==> src/rtl/vga_board_fetch_arbiter.sv <==
// vga_board_fetch_arbiter
// Shares the single-port board RAM between the VGA scan-out path and the
// game-logic writer. During the horizontal blank ahead of each new cell row
// the row is prefetched into a line buffer; the pixel path reads that buffer
// combinationally. Game accesses are granted only while no prefetch runs.
// Optional feature macro: VGA_FB_OVERRUN_EN (sticky fetch-overrun flag).
module vga_board_fetch_arbiter #(
  parameter int COLS     = 10,
  parameter int ROWS     = 20,
  parameter int CELL_W   = 3,
  parameter int ADDR_W   = 8,
  parameter int CELL_PX  = 16,
  parameter int ORIGIN_Y = 80
) (
  input  logic              clk,
  input  logic              rst,
  input  logic              line_start,
  input  logic [9:0]        counter_y,
  input  logic [3:0]        disp_col,
  output logic [CELL_W-1:0] disp_color,
  output logic              lb_valid,
  input  logic              gw_req,
  input  logic              gw_we,
  input  logic [ADDR_W-1:0] gw_addr,
  input  logic [CELL_W-1:0] gw_wdata,
  output logic              gw_gnt,
  output logic              gw_rvalid,
  output logic [CELL_W-1:0] gw_rdata,
  output logic              ram_en,
  output logic              ram_we,
  output logic [ADDR_W-1:0] ram_addr,
  output logic [CELL_W-1:0] ram_wdata,
  input  logic [CELL_W-1:0] ram_rdata,
  output logic              overrun
);

  localparam int              COL_W    = (COLS > 1) ? $clog2(COLS) : 1;
  localparam int              PX_SH    = $clog2(CELL_PX);
  localparam logic [10:0]     Y_FIRST  = 11'(ORIGIN_Y);
  localparam logic [10:0]     Y_END    = 11'(ORIGIN_Y + ROWS * CELL_PX);
  localparam logic [10:0]     PX_MASK  = 11'(CELL_PX - 1);
  localparam logic [COL_W-1:0] COL_LAST = COL_W'(COLS - 1);

  typedef enum logic [1:0] {
    ST_IDLE  = 2'd0,
    ST_FETCH = 2'd1,
    ST_DRAIN = 2'd2
  } state_t;

  state_t              state_r, next_s;
  logic [COL_W-1:0]    col_r;
  logic [ADDR_W-1:0]   row_base_r;
  logic                cap_valid_r;
  logic [COL_W-1:0]    cap_idx_r;
  logic                lb_valid_r;
  logic                rd_pend_r;
  logic [CELL_W-1:0]   lb_r [COLS];

  logic [10:0]         ny_s, off_s, row_s;
  logic                in_range_s, aligned_s, trigger_s, leave_s, fetch_s;
  logic [ADDR_W-1:0]   row_base_s;

  // Next scanline is what the prefetch prepares for; the blank precedes it.
  assign ny_s       = {1'b0, counter_y} + 11'd1;
  assign off_s      = ny_s - Y_FIRST;
  assign row_s      = off_s >> PX_SH;
  assign in_range_s = (ny_s >= Y_FIRST) && (ny_s < Y_END);
  assign aligned_s  = ((off_s & PX_MASK) == 11'd0);
  assign trigger_s  = line_start & in_range_s & aligned_s;
  assign leave_s    = line_start & ~in_range_s;
  assign row_base_s = ADDR_W'(int'(row_s) * COLS);
  assign fetch_s    = (state_r == ST_FETCH);

  // Display path has absolute priority: no grant while fetching or triggering.
  assign gw_gnt    = gw_req & (state_r == ST_IDLE) & ~trigger_s & ~rst;
  assign gw_rvalid = rd_pend_r;
  assign gw_rdata  = rd_pend_r ? ram_rdata : '0;
  assign lb_valid  = lb_valid_r;

  // FSM state register.
  always_ff @(posedge clk) begin
    if (rst) state_r <= ST_IDLE;
    else     state_r <= next_s;
  end

  // FSM next-state logic; triggers outside IDLE are ignored.
  always_comb begin
    next_s = state_r;
    case (state_r)
      ST_IDLE:  if (trigger_s) next_s = ST_FETCH; else next_s = ST_IDLE;
      ST_FETCH: if (col_r == COL_LAST) next_s = ST_DRAIN; else next_s = ST_FETCH;
      ST_DRAIN: next_s = ST_IDLE;
      default:  next_s = ST_IDLE;
    endcase
  end

  // Fetch column counter, capture pipeline, buffer-valid and read-return flag.
  always_ff @(posedge clk) begin
    if (rst) begin
      col_r       <= '0;
      row_base_r  <= '0;
      cap_valid_r <= 1'b0;
      cap_idx_r   <= '0;
      lb_valid_r  <= 1'b0;
      rd_pend_r   <= 1'b0;
    end else begin
      cap_valid_r <= fetch_s;
      cap_idx_r   <= col_r;
      rd_pend_r   <= gw_gnt & ~gw_we;
      if ((state_r == ST_IDLE) && trigger_s) begin
        col_r      <= '0;
        row_base_r <= row_base_s;
      end else if (fetch_s) begin
        col_r      <= col_r + COL_W'(1);
      end
      if (state_r == ST_DRAIN)
        lb_valid_r <= 1'b1;
      else if (((state_r == ST_IDLE) && trigger_s) || leave_s)
        lb_valid_r <= 1'b0;
    end
  end

  // Line buffer: read data lands one cycle after its fetch read was issued.
  always_ff @(posedge clk) begin
    if (rst) begin
      for (int i = 0; i < COLS; i++) lb_r[i] <= '0;
    end else begin
      for (int i = 0; i < COLS; i++)
        if (cap_valid_r && (cap_idx_r == COL_W'(i))) lb_r[i] <= ram_rdata;
    end
  end

  // Zero-latency pixel lookup; off-board columns and stale buffer read as 0.
  always_comb begin
    disp_color = '0;
    for (int i = 0; i < COLS; i++)
      if (lb_valid_r && (disp_col == 4'(i))) disp_color = lb_r[i];
  end

  // RAM port mux: fetch reads when fetching, otherwise the granted game access.
  always_comb begin
    ram_en    = 1'b0;
    ram_we    = 1'b0;
    ram_addr  = '0;
    ram_wdata = '0;
    if (rst) begin
      ram_en = 1'b0;
    end else if (fetch_s) begin
      ram_en   = 1'b1;
      ram_addr = row_base_r + ADDR_W'(col_r);
    end else if (gw_gnt) begin
      ram_en    = 1'b1;
      ram_we    = gw_we;
      ram_addr  = gw_addr;
      ram_wdata = gw_wdata;
    end else begin
      ram_en = 1'b0;
    end
  end

`ifdef VGA_FB_OVERRUN_EN
  logic overrun_r;

  // Sticky flag: a row trigger arrived while the previous fetch was running.
  always_ff @(posedge clk) begin
    if (rst)                                 overrun_r <= 1'b0;
    else if (trigger_s && state_r != ST_IDLE) overrun_r <= 1'b1;
  end

  assign overrun = overrun_r;
`else
  assign overrun = 1'b0;
`endif

endmodule

==> config.mk <==
export PLATFORM = sky130hd
export DESIGN_NAME = vga_board_fetch_arbiter
export DESIGN_NICKNAME = d
export VERILOG_FILES = /design/src/rtl/vga_board_fetch_arbiter.sv
export SDC_FILE = /design/constraint.sdc
export NUM_CORES = 1
export LEC_CHECK = 0
export CORE_MARGIN = 5
export CORE_UTILIZATION = 50
export CTS_BUF_LIST = sky130_fd_sc_hd__clkbuf_4
export CTS_CLUSTER_DIAMETER = 150
export CTS_CLUSTER_SIZE = 10
export DETAILED_ROUTE_END_ITERATION = 16
export GPL_ROUTABILITY_DRIVEN = 0
export PLACE_DENSITY = 0.79
export SYNTH_ARGS = -nofsm -noshare
export SYNTH_HDL_FRONTEND = slang
export SYNTH_SLANG_ARGS = --single-unit
==> constraint.sdc <==
create_clock -name clk -period 5.1 [get_ports clk]
set_input_delay 1.53 -clock clk [delete_from_list [all_inputs] [get_ports clk]]
set_output_delay 1.53 -clock clk [all_outputs]
set_load 0.01 [all_outputs]
### Word-level counts from Yosys, hierarchy flattened

Memories as Yosys holds them, arrays and structs flattened.
Index checks and enable logic that the tools add are counted.

| storage, ports and cells | value |
|---|---|
| word-level logic and storage cells | 156 |
| memory bits (writable) | 30 |
| memories | 1 |
| register bits | 20 |
| input port bits | 33 |
| output and inout port bits | 23 |

| operators by class | value |
|---|---|
| $mul | 1 |
| $add $sub $neg | 4 |
| equality and inequality tests | 21 |
| bitwise gates (word level) | 21 |
| reductions and logical operators | 29 |
| multiplexer cells | 70 |
| magnitude comparators | 2 |

Memories:

| memory | depth | width | rd ports | clocked after Yosys merged registers in | write ports | line | text |
|---|---|---|---|---|---|---|---|
| lb_r | 10 | 3 | 10 | 0 | 10 | 57 | `logic [CELL_W-1:0] lb_r [COLS];` |

Operator list:

| operator | number |
|---|---|
| 3-bit 2-to-1 mux | 24 |
| 1-bit 2-to-1 mux | 41 |
| 4-bit by 3-bit == test with 1-bit output (second input constant) | 8 |
| 8-bit 2-to-1 mux | 3 |
| 1-bit logical AND | 22 |
| 4-bit == test (second input constant) | 5 |
| 4-bit by 2-bit == test with 1-bit output (second input constant) | 4 |
| 10-bit by 1-bit adder with 11-bit output (second input constant) | 1 |
| 11-bit by 7-bit >= comparator with 1-bit output (second input constant) | 1 |
| 11-bit zero test | 1 |
| 11-bit by 9-bit < comparator with 1-bit output (second input constant) | 1 |
| 11-bit by 7-bit subtractor with 11-bit output (second input constant) | 1 |
| 1-bit bitwise OR | 10 |
| 8-bit by 4-bit adder with 8-bit output | 1 |
| 4-bit by 1-bit == test with 1-bit output (second input constant) | 2 |
| 4-bit zero test | 2 |
| 1-bit AND | 7 |
| 7-bit by 3-bit multiplier with 7-bit output (second input constant) | 1 |
| 4-bit by 1-bit adder with 4-bit output (second input constant) | 1 |
| 1-bit NOT | 4 |
| 2-bit one-hot mux with 2 select lines | 1 |
| 2-bit by 1-bit == test with 1-bit output (second input constant) | 1 |
| 2-bit == test (second input constant) | 1 |
| 2-bit zero test | 1 |
| other kinds (4) | 4 |

### Longest topological paths before layout

Gate-level depths: netlist of run 1.

| depth | value |
|---|---|
| depth after elaboration | 12 |
| mapped depth | 17 |
| gate-level depth less buffers | 15 |

### Least setup slack after synthesis of run 1

Ideal clock, no wire load.

| timing | value |
|---|---|
| path kind | input to output |
| from | input counter_y[0] |
| to | output ram_addr[5] |
| cell stages on the path | 9 |
| slack | 0.000 ns |
| data arrival time | 3.570 ns |
| path buffers | 2 |
| cell sequence | ha_1 nand4_1 or3_1 a221o_1 o221a_1 buf_6 a41oi_4 buf_6 a22o_1 |

| between the ends | value |
|---|---|
| cells in the longest elaborated chain, start to end | 11 |
| elaborated cells between the ends (all ways) | 14 |
| classes of those cells | add/sub: 2; order compare: 2; mux: 3; bitwise: 5; reduce/logical: 2 |

Ends and longest elaborated chain:

| what | line | text |
|---|---|---|
| start: declaration | 18 | `input logic [9:0] counter_y,` |
| 10-bit by 1-bit adder with 11-bit output * | 64 | `assign ny_s = {1'b0, counter_y} + 11'd1;` |
| parallel branches: the longest is 3 deep, another holds 11-bit by 7-bit subtractor with 11-bit output | n/a |  |
| 1-bit AND * | 69 | `assign trigger_s = line_start & in_range_s & aligned_s;` |
| 1-bit NOT * | 75 | `assign gw_gnt = gw_req & (state_r == ST_IDLE) & ~trigger_s & ~rst;` |
| 1-bit AND * (2 in series) | 75 |  |
| named net gw_gnt | 26 | `output logic gw_gnt,` |
| 8-bit 2-to-1 mux * | 151 | `end else if (gw_gnt) begin` |
| 8-bit 2-to-1 mux * | 148 | `end else if (fetch_s) begin` |
| 8-bit 2-to-1 mux * | 146 | `if (rst) begin` |
| end: declaration | 31 | `output logic [ADDR_W-1:0] ram_addr,` |

Mark *: on every way through the listed nets, which the timed path passes.

### Final worst setup path of run 1

| timing | value |
|---|---|
| from | input counter_y[8] |
| to | output ram_addr[7] |

| between the ends | value |
|---|---|
| cells in the longest elaborated chain, start to end | 11 |
| elaborated cells between the ends (all ways) | 12 |
| classes of those cells | add/sub: 1; order compare: 2; mux: 3; bitwise: 5; reduce/logical: 1 |

Ends and longest elaborated chain:

| what | line | text |
|---|---|---|
| 10-bit by 1-bit adder with 11-bit output * | 64 |  |
| 11-bit by 7-bit >= comparator with 1-bit output or 11-bit by 9-bit < comparator with 1-bit output (tied branches) | 67 | `assign in_range_s = (ny_s >= Y_FIRST) && (ny_s < Y_END);` |
| 1-bit logical AND * | 67 |  |
| 1-bit AND * (2 in series) | 69 |  |
| 1-bit NOT * | 75 |  |
| 1-bit AND * (2 in series) | 75 |  |
| 8-bit 2-to-1 mux * | 151 |  |
| 8-bit 2-to-1 mux * | 148 |  |
| 8-bit 2-to-1 mux * | 146 |  |

Every way passes the cells marked *; elsewhere a longest branch is shown, timed or not.

==> reports/summary.txt, run 1 <==
=================================================================================
Maximum ir drop on the vdd rail ....................................     0.125 mV
Result of the run .................................................. finished with violations
DR iter-0 viols ....................................................          178
Endpoints failing hold .............................................            0
Global route overflow ..............................................            0
Chip Height ........................................................      91.1 um
Portion of synthesized cell area occupied by the leading cell type .        27.4%
Avg Synthesized Cell Area ..........................................   9.70 sq um
Via count normalized by instance count .............................         5.65
Starting utilization of the core area ..............................        51.5%
Average wire per cell in the routed design .........................      15.8 um
Number of H-tree levels ............................................            2
Worst-path clk slew ................................................      0.14 ns
RSZ-0062 raised after global routing ...............................          yes
Final layout net count .............................................          488
Most frequent cell after synthesis ................................. sky130_fd_sc_hd__and2_1
Most frequent cells after synthesis ................................ 40 x sky130_fd_sc_hd__and2_1, 30 x sky130_fd_sc_hd__edfxtp_1, 22 x sky130_fd_sc_hd__nor2_1
Estimated wirelength of the detail-placed design ...................      6.04 mm
Cell taking the most area after synthesis .......................... sky130_fd_sc_hd__edfxtp_1
Clock Latency Late Sink ............................................      0.35 ns
DRC ................................................................            0
Total global-route track usage .....................................        19.5%
Share of the clock period used by the worst path ...................         101%
Diode count ........................................................            0
Ports placed on the boundary .......................................           56
Final total power ..................................................       871 uW
Worst Setup Start Kind ............................................. primary input
Final Routed Wirelength ............................................      8.16 mm
Maximum single-stage delay on the critical path ....................      0.39 ns
Clock buffers created by TritonCTS .................................            5
Clk_skew ...........................................................    0.0188 ns
Required arrival time at the worst endpoint ........................      3.57 ns
Core Box Area ...................................................... 0.00639 sq mm
Critical path cell sequence ........................................ dlygate4sd2_1, or3_4, a221o_1, o221a_1, a41oi_4, buf_12, buf_8, a22o_1, buf_2
Cells taking the most area after synthesis ......................... sky130_fd_sc_hd__edfxtp_1 27%, sky130_fd_sc_hd__dfxtp_1 12%, sky130_fd_sc_hd__and2_1 7.6%
Failing checks ..................................................... negative setup slack
Setup Viol. Count Final ............................................            9
Reg-to-reg startpoint ..............................................   state_r[0]
Netlist cell types .................................................           55
Primary flip-flop cell chosen by synthesis mapping ................. sky130_fd_sc_hd__edfxtp_1
Layout-stage area growth over the synthesis result .................        34.1%
Final antenna-violating net count ..................................            0
Buffers from clock root to sink, at most ...........................            2
Final Critical Period ..............................................      5.15 ns
First-pass GRT wire length .........................................      13.6 mm
Proportion of synthesized chip area in sequential cells ............        39.6%
TritonCTS clock tree ...............................................        built
Arr. time, crit path ...............................................      3.62 ns
Maximum fanout along the worst path ................................            6
Worst hold slack ...................................................     0.501 ns
Worst Min Path Start ............................................... row_base_r[3]
Final Worst Setup Slack ............................................   -0.0459 ns
Worst slew pin tran ................................................     0.733 ns
Max-slew violation total from the final report .....................            0
Leak ...............................................................      1.83 nW
Number of warning messages in the yosys log ........................            0
Post-cts hold buffer count .........................................            0
Number of flops mapped to enable cells by yosys ....................           30
Synthesized flop and latch total ...................................           50
Die area ........................................................... 0.00830 sq mm
Min-delay worst type ............................................... flop to flop
Crit. Startpoint ................................................... counter_y[8]
Share of async-settable or async-resettable flops after synthesis ..           0%
Number of global-route vias before repair ..........................         2994
Cells after synthesis ..............................................          339
Pin count of the biggest net entering global routing ...............           22
Netlist area before placement ...................................... 0.00329 sq mm
Count of buffers from port buffering ...............................           54
Pre-Repair DR Iteration Count ......................................            4
Via count ..........................................................         2917
Antenna violations before repair ...................................            0
Number of nets produced by synthesis ...............................          389
Proportion of layout cells with a drive suffix above 1 .............        26.9%
Max-slew headroom ..................................................        51.1%
Worst Setup End Kind ............................................... primary output
Slowest-stage cell, CP ............................................. sky130_fd_sc_hd__or3_4
Die X ..............................................................      91.1 um
Placement Rows .....................................................           29
Total power per unit cell area .....................................  198 mW/mm^2
Achievable clock frequency .........................................      194 MHz
Kind of critical path .............................................. primary input to primary output
Post-route core utilization ........................................        69.0%
Clock root cell .................................................... sky130_fd_sc_hd__clkbuf_4
Num Clock Sinks ....................................................           50
Number of maximum-capacitance violations ...........................            0
=================================================================================
cell usage in the layout (no fill, tap or decap), types with 4 or more instances in the layout:
master                            Yosys  layout
sky130_fd_sc_hd__buf_6                2       4
sky130_fd_sc_hd__clkbuf_4             0       5
sky130_fd_sc_hd__a21o_1               5       5
sky130_fd_sc_hd__a22o_1               6       6
sky130_fd_sc_hd__inv_1               10      10
sky130_fd_sc_hd__nand4_1              7       7
sky130_fd_sc_hd__nor2_1              22      21
sky130_fd_sc_hd__a21oi_1             16      15
sky130_fd_sc_hd__o21ai_0             19      18
sky130_fd_sc_hd__a211oi_1             5       4
sky130_fd_sc_hd__xor2_1               8       8
sky130_fd_sc_hd__nor2b_1              6       6
sky130_fd_sc_hd__buf_4                4      55
sky130_fd_sc_hd__edfxtp_1            30      30
sky130_fd_sc_hd__nand2_1             14      14
sky130_fd_sc_hd__a32o_1               4       4
sky130_fd_sc_hd__nor3_1              12      10
sky130_fd_sc_hd__ha_1                15      14
sky130_fd_sc_hd__dfxtp_1             20      20
sky130_fd_sc_hd__buf_2                3      15
sky130_fd_sc_hd__nand3_1             12      11
sky130_fd_sc_hd__and2_1              40      38
sky130_fd_sc_hd__xnor2_1             13      13
sky130_fd_sc_hd__nor4_1               4       4
sky130_fd_sc_hd__clkdlybuf4s50_1      0      27
logic make-up after synthesis:
logic type               synth area share (%)
flip-flops                               39.6
buffers and inverters                    4.68
AO/OA/AOI/OAI                            16.4
multiplexers                             3.61
AND/OR/NAND/NOR                          23.1
other                                   0.114
XOR/XNOR                                 5.59
adder cells (fa/ha/maj)                  6.93
per-layer routing:
layer | part of all wire, % | vias to the layer above | GRT usage (%)
li1 | - | 1440 | -
met1 | 43 | 1396 | 23.9
met2 | 53 | 67 | 35.0
met3 | 3.3 | 14 | 3.39
met4 | 1.5 | 0 | 5.13
met5 | 0 | - | 0
power by group:
part	switching, mW	internal, mW	total (mW)
Combinational	0.0957	0.108	0.204
Sequential	0.00406	0.436	0.440
Clock	0.124	0.104	0.228
final timing paths:
check	to	slack (ns)	cells past startpoint
setup reg to reg	state_r[1]	3.37	3
hold / removal	row_base_r[3]	0.50	2
hold reg to reg	row_base_r[3]	0.50	2
setup / recovery	ram_addr[7]	-0.05	9
sequential cells by signal, indices dropped and copies added, names as in the netlist:
register,count
row_base_r,7
state_r,2
lb_r,30
gw_rvalid,1
lb_valid,1
col_r,4
cap_valid_r,1
cap_idx_r,4
worst max-delay path, delay by kind of cell:
kind	cells	cell delay, ns
buffers and inverters	4	0.66
and+or+nand+nor	1	0.39
AOI/OAI and AO/OA	4	1.04
final cells by class:
class                   instances  area (sq um)
fillers                       502          1980
multi-input cells             257          1930
flip-flops and latches         50          1300
repair buffers                114           965
well taps                      77          96.3
clock inverters                 3          43.8
clock buffers                   5          37.5
inverters                      10          37.5
what timing repair did:
action	in CTS	in global routing
resized for setup	111	13
gates cloned	1	0
pin swaps	14	9
endpoints found under the setup margin	17	17
setup buffers	6	1
per-stage QoR:
step / instance area [sq um] / instances / setup TNS (ns) / worst slack [ns]
floorplan: 3290 / 339 / 0 / 0.0270
finish: 4410 / 516 / -0.203 / -0.0459
detailed placement: 4210 / 500 / -12.71 / -0.842
CTS: 4390 / 515 / -0.150 / -0.0342
global route: 4410 / 516 / -0.953 / -0.118
global placement: 4210 / 500 / -11.93 / -0.795
(Power assumes the default switching activity.)
==> run 2: changes to the inputs <==
CTS_CLUSTER_DIAMETER = not set   (was 150)
RECOVER_POWER = 50   (was not set)
==> reports/summary.txt, run 2 (synthesized netlist as in run 1, its figures left out) <==
=============================================================================
Result of the run .............................................. finished with violations
Failing checks ................................................. negative setup slack
Critical path cell sequence .................................... dlygate4sd2_1, or3_4, a221o_1, o221a_1, a41oi_4, buf_12, buf_8, a22o_1, buf_2
RSZ-0062 raised after global routing ...........................          yes
Clock buffers created by TritonCTS .............................            5
Hold Path Cell Cnt .............................................            2
Estimated wirelength of the detail-placed design ...............      6.04 mm
Achievable clock frequency .....................................      194 MHz
Layout-stage area growth over the synthesis result .............        34.0%
Via count normalized by instance count .........................         5.65
Total power per unit cell area .................................  198 mW/mm^2
Proportion of layout cells with a drive suffix above 1 .........        26.7%
Number of H-tree levels ........................................            2
Worst Setup Start Kind ......................................... primary input
First-pass GRT wire length .....................................      13.6 mm
Count of fill cells added during filler insertion ..............          504
Chip Height ....................................................      91.1 um
Psw ............................................................       224 uW
Buffers from clock root to sink, at most .......................            2
Total cell area at the placement stage ......................... 0.00421 sq mm
Arr. time, crit path ...........................................      3.62 ns
Min-delay worst type ........................................... flop to flop
Maximum single-stage delay on the critical path ................      0.39 ns
Final Worst Setup Slack ........................................   -0.0452 ns
Via count ......................................................         2915
Share of the clock period used by the worst path ...............         101%
Post-route setup TNS ...........................................    -0.197 ns
Number of global-route vias before repair ......................         2994
R2r endpoint ...................................................   state_r[1]
Top library cells by usage in the layout, fill and taps aside .. 54 x sky130_fd_sc_hd__buf_4, 30 x sky130_fd_sc_hd__edfxtp_1, 26 x sky130_fd_sc_hd__and2_1, 26 x sky130_fd_sc_hd__clkdlybuf4s50_1, 21 x sky130_fd_sc_hd__nor2_1
Top reg by flops ...............................................         lb_r
Leading registers by flop count ................................ lb_r (30), row_base_r (7)
TritonCTS clock tree ...........................................        built
Leak ...........................................................      1.81 nW
Reg-to-reg startpoint ..........................................   state_r[0]
Endpoints failing hold .........................................            0
Pin count of the biggest net entering global routing ...........           22
DR iter-0 viols ................................................          181
Clk_skew .......................................................    0.0172 ns
Final layout net count .........................................          488
Setup Viol. Count Final ........................................            9
FF+latch area .................................................. 0.00130 sq mm
Number of maximum-capacitance violations .......................            0
Kind of critical path .......................................... primary input to primary output
Starting utilization of the core area ..........................        51.5%
Maximum ir drop on the vdd rail ................................     0.125 mV
Pre-Repair DR Iteration Count ..................................            4
Setup slack of the most critical reg-to-reg path ...............      3.37 ns
Total global-route track usage .................................        19.5%
Antenna violations before repair ...............................            0
Post-cts hold buffer count .....................................            0
Switching Share ................................................        25.7%
Required arrival time at the worst endpoint ....................      3.57 ns
M1 GR Usage ....................................................        23.9%
Global route overflow ..........................................            0
Worst-path clk slew ............................................      0.14 ns
Placement Rows .................................................           29
Combinational group share of total power .......................        23.4%
Max FFs per register ...........................................           30
Area occupied by multi-input gates ............................. 0.00193 sq mm
Length in cells of the worst reg-to-reg path ...................            3
Final total power ..............................................       871 uW
Worst Setup End Kind ........................................... primary output
Met2 usage .....................................................        35.0%
Total internal power ...........................................       647 uW
Routing usage on met3 ..........................................        3.39%
Max-slew headroom ..............................................        36.7%
Average wire per cell in the routed design .....................      15.8 um
Clock group share of total power ...............................        26.1%
Final design instance area without fill ........................ 0.00441 sq mm
Worst slew pin tran ............................................     0.949 ns
DRC ............................................................            0
Die X ..........................................................      91.1 um
Worst Min Path Start ........................................... row_base_r[3]
Sequential group share of total power ..........................        50.5%
Clock root cell ................................................ sky130_fd_sc_hd__clkbuf_4
Dominant delay contributor by cell family on the critical path . compound AO/OA/AOI/OAI gates
Final antenna-violating net count ..............................            0
Final Critical Period ..........................................      5.15 ns
Diode count ....................................................            0
Slowest-stage cell, CP ......................................... sky130_fd_sc_hd__or3_4
Buffers and inverters on the worst path ........................            4
Num Clock Sinks ................................................           50
Count of buffers from port buffering ...........................           54
Max-slew violation total from the final report .................            0
Sink of the worst hold path .................................... row_base_r[3]
Core Box Area .................................................. 0.00639 sq mm
Maximum fanout along the worst path ............................            6
Most utilized layer in the global route result .................         met2
Ports placed on the boundary ...................................           56
Die area ....................................................... 0.00830 sq mm
Clock Latency Late Sink ........................................      0.35 ns
Commonest non-fill, non-tap cell in the layout ................. sky130_fd_sc_hd__buf_4
Final Routed Wirelength ........................................      8.15 mm
=============================================================================
run 2: cell count changes in the layout (fill, tap and decap cells not counted), sizes merged:
cell,change
buf,-1
clkdlybuf4s50,-1
clkbuf,+1
dlygate4sd3,+1
run 2: worst min-delay path: stages, from the launching register on:
cell	delay, ns
sky130_fd_sc_hd__dfxtp_1	0.34
sky130_fd_sc_hd__o21ai_0	0.07
sky130_fd_sc_hd__a21oi_1	0.06
run 2: area by class of cell:
class | count | area share, %
tap | 77 | 2.19
sequential | 50 | 29.5
multi-input combinational | 257 | 43.8
timing repair buffer | 114 | 21.8
clock inverter | 3 | 0.994
clock buffer | 5 | 0.852
inverter | 10 | 0.852
run 2: power by group through the flow:
stage / Combinational, mW / Clock (mW) / Sequential, mW
CTS: 0.202 / 0.228 / 0.440
global placement: 0.187 / 0 / 0.448
global route: 0.222 / 0.248 / 0.441
finish: 0.203 / 0.228 / 0.440
floorplan: 0.101 / 0 / 0.447
detailed placement: 0.193 / 0 / 0.449
run 2: how the worst max path moves through the flow:
stage	from	to	slack [ns]	depth (start not counted)
after global routing	counter_y[0]	ram_addr[7]	-0.12	11
after CTS	counter_y[1]	ram_addr[7]	-0.03	11
final	counter_y[8]	ram_addr[7]	-0.05	9
after floorplan	counter_y[0]	ram_addr[5]	0.03	9
after detailed placement	counter_y[1]	ram_addr[7]	-0.84	10
after global placement	counter_y[0]	ram_addr[0]	-0.80	10
run 2: per-stage QoR:
| stage | instances | setup WS [ns] | hold WS (ns) | utilization, % |
|---|---|---|---|---|
| after floorplan | 339 | 0.0270 | 0.445 | - |
| after global placement | 500 | -0.795 | 0.477 | 66.0 |
| after detailed placement | 500 | -0.842 | 0.481 | 66.0 |
| after CTS | 515 | -0.0342 | 0.499 | 68.8 |
| after global routing | 516 | -0.118 | 0.535 | 69.0 |
| final | 516 | -0.0452 | 0.501 | 69.0 |
run 2: layer usage:
layer | up-vias | routed length [um]
met1 | 1393 | 3460
li1 | 1442 | -
met5 | - | 0
met3 | 16 | 313
met2 | 64 | 4240
met4 | 0 | 131
run 2: timing repair:
item                       4_1_cts  5_1_grt
resized for setup              111       13
setup buffers                    6        1
cloned                           1        0
setup endpoints to repair       17       17
pin swaps                       14        9
